--- src/rtl/vga_capture.sv ---
// VGA timing capture: measures hsync/vsync timing, locks after consecutive good
// frames, and emits one write strobe per active pixel while locked.
//
//   state   | meaning
//   --------+-----------------------------------------------------------
//   SEARCH  | waiting for the first anchored line, no timing checks
//   MEASURE | counting consecutive good frames toward lock
//   LOCKED  | timing verified, active pixels are captured
module vga_capture #(
  parameter int   H_TOTAL     = 800,
  parameter int   H_START     = 144,
  parameter int   H_ACTIVE    = 640,
  parameter int   V_TOTAL     = 525,
  parameter int   V_START     = 34,
  parameter int   V_ACTIVE    = 480,
  parameter int   LOCK_FRAMES = 2,
  parameter logic SYNC_ACT    = 1'b1
) (
  input  logic       clk,
  input  logic       reset,
  input  logic       p_tick,
  input  logic       hsync,
  input  logic       vsync,
  input  logic [2:0] rgb,
  output logic       pix_we,
  output logic [9:0] pix_x,
  output logic [9:0] pix_y,
  output logic [2:0] pix_rgb,
  output logic       locked,
  output logic       frame_start,
  output logic [7:0] err_cnt
);

  typedef enum logic [1:0] {SEARCH, MEASURE, LOCKED} state_t;

  localparam logic [9:0]  CNT_MAX = 10'd1023;
  localparam logic [9:0]  CNT_PRE = 10'd1022;
  localparam logic [10:0] H_TOT   = 11'(H_TOTAL);
  localparam logic [10:0] V_TOT   = 11'(V_TOTAL);
  localparam logic [10:0] H_LO    = 11'(H_START);
  localparam logic [10:0] H_HI    = 11'(H_START + H_ACTIVE);
  localparam logic [10:0] V_LO    = 11'(V_START);
  localparam logic [10:0] V_HI    = 11'(V_START + V_ACTIVE);
  localparam logic [7:0]  LOCK_N  = 8'(LOCK_FRAMES);

  state_t     state, state_next;
  logic       hs_prev, vs_prev;
  logic       anchor_q, anchor_next;
  logic [9:0] hcnt, hcnt_next;
  logic [9:0] vcnt, vcnt_next;
  logic [7:0] good_cnt, good_next;
  logic       h_edge, v_edge, anchored;
  logic       line_err, frame_err, sat_err, timing_err;
  logic       capture;

  always_comb begin
    h_edge      = p_tick && (hsync == SYNC_ACT) && (hs_prev != SYNC_ACT);
    v_edge      = p_tick && (vsync == SYNC_ACT) && (vs_prev != SYNC_ACT);
    anchored    = h_edge && anchor_q;
    hcnt_next   = hcnt;
    vcnt_next   = vcnt;
    anchor_next = anchor_q;
    line_err    = 1'b0;
    frame_err   = 1'b0;
    sat_err     = 1'b0;
    if (p_tick) begin
      if (h_edge) begin
        hcnt_next   = '0;
        anchor_next = 1'b0;
        // Length checks need a previously measured line/frame, so none in SEARCH.
        line_err    = (state != SEARCH) && (({1'b0, hcnt} + 11'd1) != H_TOT);
        if (anchored) begin
          vcnt_next = '0;
          frame_err = (state != SEARCH) && (({1'b0, vcnt} + 11'd1) != V_TOT);
        end else begin
          sat_err = (vcnt == CNT_PRE);
          if (vcnt != CNT_MAX) vcnt_next = vcnt + 10'd1;
        end
      end else begin
        sat_err = (hcnt == CNT_PRE);
        if (hcnt != CNT_MAX) hcnt_next = hcnt + 10'd1;
      end
      if (v_edge) anchor_next = 1'b1;
    end
    timing_err = line_err || frame_err || sat_err;
  end

  always_comb begin
    state_next = state;
    good_next  = good_cnt;
    if (timing_err) begin
      state_next = SEARCH;
      good_next  = '0;
    end else if (anchored) begin
      case (state)
        SEARCH: begin
          state_next = MEASURE;
          good_next  = '0;
        end
        MEASURE: begin
          if ((good_cnt + 8'd1) >= LOCK_N) begin
            state_next = LOCKED;
            good_next  = '0;
          end else begin
            good_next = good_cnt + 8'd1;
          end
        end
        LOCKED:  state_next = LOCKED;
        default: state_next = SEARCH;
      endcase
    end
  end

  always_comb begin
    capture = p_tick && (state == LOCKED) && !timing_err &&
              ({1'b0, hcnt_next} >= H_LO) && ({1'b0, hcnt_next} < H_HI) &&
              ({1'b0, vcnt} >= V_LO) && ({1'b0, vcnt} < V_HI);
  end

  always_ff @(posedge clk or negedge reset) begin
    if (!reset) begin
      state       <= SEARCH;
      hs_prev     <= ~SYNC_ACT;
      vs_prev     <= ~SYNC_ACT;
      anchor_q    <= 1'b0;
      hcnt        <= '0;
      vcnt        <= '0;
      good_cnt    <= '0;
      locked      <= 1'b0;
      pix_we      <= 1'b0;
      frame_start <= 1'b0;
      pix_x       <= '0;
      pix_y       <= '0;
      pix_rgb     <= '0;
      err_cnt     <= '0;
    end else begin
      if (p_tick) begin
        hs_prev <= hsync;
        vs_prev <= vsync;
      end
      hcnt        <= hcnt_next;
      vcnt        <= vcnt_next;
      anchor_q    <= anchor_next;
      state       <= state_next;
      good_cnt    <= good_next;
      locked      <= (state_next == LOCKED);
      pix_we      <= capture;
      frame_start <= anchored && (state_next == LOCKED);
      if (capture) begin
        pix_x   <= hcnt_next - 10'(H_START);
        pix_y   <= vcnt - 10'(V_START);
        pix_rgb <= rgb;
      end
      if (timing_err && (err_cnt != 8'hFF)) err_cnt <= err_cnt + 8'd1;
    end
  end

endmodule

--- config.mk ---
export PLATFORM = sky130hd
export DESIGN_NAME = vga_capture
export DESIGN_NICKNAME = d
export VERILOG_FILES = /design/src/rtl/vga_capture.sv
export SDC_FILE = /design/constraint.sdc
export NUM_CORES = 1
export LEC_CHECK = 0
export BUFFER_PORTS_ARGS = -buffer_cell sky130_fd_sc_hd__buf_4
export CORE_MARGIN = 3
export CORE_UTILIZATION = 59
export DETAILED_ROUTE_END_ITERATION = 16
export GPL_TIMING_DRIVEN = 1
export PLACE_DENSITY = 0.8
export SETUP_SLACK_MARGIN = 0.02
export SLEW_MARGIN = 20
export SYNTH_ARGS = -nofsm -noshare
export SYNTH_HDL_FRONTEND = slang
export SYNTH_SLANG_ARGS = --single-unit
--- constraint.sdc ---
create_clock -name clk -period 4.14 [get_ports clk]
set_clock_uncertainty 0.2 [all_clocks]
set_input_delay 0.828 -clock clk [delete_from_list [all_inputs] [get_ports clk]]
set_output_delay 0.828 -clock clk [all_outputs]
set_load 0.02 [all_outputs]
==> impl_metrics.env <==
export IMPL_synth_edf_count=0
export IMPL_cts_tree="built"
export IMPL_synthesis_area_mm2=0.00389
export IMPL_power_w=0.00178
export IMPL_overflow=0
export IMPL_cts_clk_slew_worst_paths_ps=70
export IMPL_drt_first_pass_iters=4
export IMPL_setup_viol=0
export IMPL_clockPowerShare=0.315
export IMPL_fin_area_mm2=0.00437
export IMPL_crit_type="reg2reg"
export IMPL_io_buffers=41
export IMPL_cp_top_family="compound AO/OA/AOI/OAI gates"
export IMPL_htreeDepth=3
export IMPL_rsz0062_at_grt="no"
export IMPL_p_leak_nw=2.05
export IMPL_hp_class="reg2reg"
export IMPL_ys_ff_latch=67
export IMPL_grt_pass1_wl_um=13700
export IMPL_p_seq_frac=0.463
export IMPL_coreArea_mm2=0.00617
export IMPL_final_cell_mix="67 x dfrtp_1, 44 x buf_4, 28 x nand2_1, 24 x a21oi_1, 19 x o21ai_0"
export IMPL_dieArea_mm2=0.00761
export IMPL_status="complete, no violations"
export IMPL_post_cts_buffers=0
export IMPL_start_util=0.631
export IMPL_num_antenna_cells=0
export IMPL_wl_per_cell_um=16.8
export IMPL_ys_seq_area_frac=0.431
export IMPL_internal_power_w=0.00120
export IMPL_crit_path_frequent_cell="a21oi_1"
export IMPL_fillerInstances=464
export IMPL_tightest_slew_ps=815
export IMPL_ys_flop_type="dfrtp_1"
export IMPL_grt_usage=0.229
export IMPL_cp_required_ps=4170
export IMPL_first_global_vias=2871
export IMPL_numClockSinks=67
export IMPL_wl_um=8170
export IMPL_grt_max_degree=68
export IMPL_max_clock_path_buffers=2
export IMPL_drtIter0Drc=139
export IMPL_ys_types=66
export IMPL_switching_share=0.327
export IMPL_setup_tns_ps=0
export IMPL_slowest_stage="dfrtp_1"
export IMPL_die_height_um=87.2
export IMPL_syn_inst=374
export IMPL_pre_cts_slack_ps=521
export IMPL_fin_util=0.709
export IMPL_slowest_delay_ps=560
export IMPL_p_comb_frac=0.222
export IMPL_fin_crit_sh=0.832
export IMPL_cp_end_kind="flop"
export IMPL_synth_net_count=395
export IMPL_path_buf_inv=1
export IMPL_antenna_found_initial=0
export IMPL_post_route_drc_count=0
export IMPL_cp_start_kind="flop"
export IMPL_relSlewSlack=0.456
export IMPL_p_per_area_mw_per_mm2=407
export IMPL_cts_root_buf="clkbuf_8"
export IMPL_min_period_ps=3440
export IMPL_rows=28
export IMPL_viasPerCell=6.19
export IMPL_die_w_um=87.2
export IMPL_ys_warn_count=0
export IMPL_clock_latency_ps=350
export IMPL_fmax_mhz=290
export IMPL_peakVddDrop_mv=0.289
export IMPL_nNetsFinal=427
export IMPL_post_cts_resized=0
export IMPL_final_common_cell="dfrtp_1"
export IMPL_hold_viol_final=0
export IMPL_setup_ws_ps=696
export IMPL_drive_above_1_share=0.248
export IMPL_async_reset_ff_frac=1.00
export IMPL_hold_buffers=0
export IMPL_drv_slew=0
export IMPL_area_growth_pct=12.2
export IMPL_synth_area_per_cell_um2=10.4
export IMPL_routabilityCongestion=0.916
export IMPL_crit_arrival_ps=3470
export IMPL_hpwl_um=5790
export IMPL_io_pins=42
export IMPL_p_sw_w=0.000582
export IMPL_vias=3009
export IMPL_cp_max_fo=21
export IMPL_ant_nets=0
export IMPL_max_cap_violations=0
export IMPL_numCtsBuffers=9
export IMPL_dpl_cell_area_mm2=0.00417
export IMPL_crit_chain="and4_1 > a21oi_1 > a211o_1 > ha_1 > a21oi_1 > nor3_1 > a211oi_4 > buf_12 > mux2_2"
[power groups by stage]
stage                     clock (W)  combinational, W  sequential, W
after floorplan                   0          0.000290       0.000805
after detailed placement          0          0.000394       0.000833
final                      0.000560          0.000394       0.000824
after CTS                  0.000567          0.000395       0.000822
after global placement            0          0.000379       0.000829
after global routing       0.000597          0.000445       0.000837
[final cells by class]
cell class | count | area [um^2] | share of cell area
multi-input combinational | 268 | 1990 | 0.455
clock buffer | 12 | 155 | 0.0355
clock inverter | 4 | 48.8 | 0.0112
sequential | 67 | 1680 | 0.384
tap | 75 | 93.8 | 0.0215
timing repair buffer | 45 | 350 | 0.0802
inverter | 15 | 56.3 | 0.0129
[sequential cells by signal, summed over array words and instances (netlist names), 2 cells and up]
| register | flops |
|---|---|
| hcnt | 10 |
| pix_y | 10 |
| good_cnt | 8 |
| state | 2 |
| pix_rgb | 3 |
| err_cnt | 8 |
| vcnt | 10 |
| pix_x | 10 |
[cell usage after synthesis, drive strengths merged (7+ instances only)]
cell,instances,area [um^2]
xnor2,14,123
and4,7,63.8
nand3,16,85.1
nor2,15,56.3
mux2,23,323
inv,15,56.3
dfrtp,67,1680
nand2,28,105
and3,9,56.3
a21oi,24,120
o31ai,7,52.6
nand4,7,43.8
a31oi,8,50.1
o21ai,20,104
ha,13,163
xor2,9,78.8
buf,12,93.8
clkbuf,12,77.6
[through the flow]
step | hold slack, ps | cells
after floorplan | 235 | 374
after global placement | 251 | 470
after detailed placement | 261 | 470
after CTS | 271 | 486
after global routing | 296 | 486
final | 271 | 486
[path summary, 6_finish.rpt]
kind | endpoint | depth (start not counted) | slack (ps) | start
setup / recovery | pix_y[8]$_DFFE_PN0P_ | 9 | 700 | hcnt[2]$_DFF_PN0_
hold / removal | anchor_q$_DFFE_PN0P_ | 1 | 270 | vs_prev$_DFFE_PN0P_
setup reg to reg | pix_y[8]$_DFFE_PN0P_ | 9 | 700 | hcnt[2]$_DFF_PN0_
hold reg to reg | anchor_q$_DFFE_PN0P_ | 1 | 270 | vs_prev$_DFFE_PN0P_
max in group asynchronous | pix_x[8]$_DFFE_PN0P_ | 1 | 2830 | reset
min in group asynchronous | pix_y[2]$_DFFE_PN0P_ | 1 | 370 | reset
[layer usage]
layer	up-vias	track usage	wire [um]
li1	1408	-	-
met1	1482	0.318	3760
met2	104	0.356	3800
met3	15	0.0388	478
met4	0	0.0962	140
met5	-	0	0
[kinds of logic after synthesis]
| group | share of synthesized area |
|---|---|
| simple gates | 0.172 |
| compound gates | 0.157 |
| flops | 0.431 |
| buf+inv | 0.0585 |
| mux | 0.0881 |
| xor+xnor | 0.0518 |
| fa+ha+maj | 0.0418 |
(Power assumes the default switching activity.)
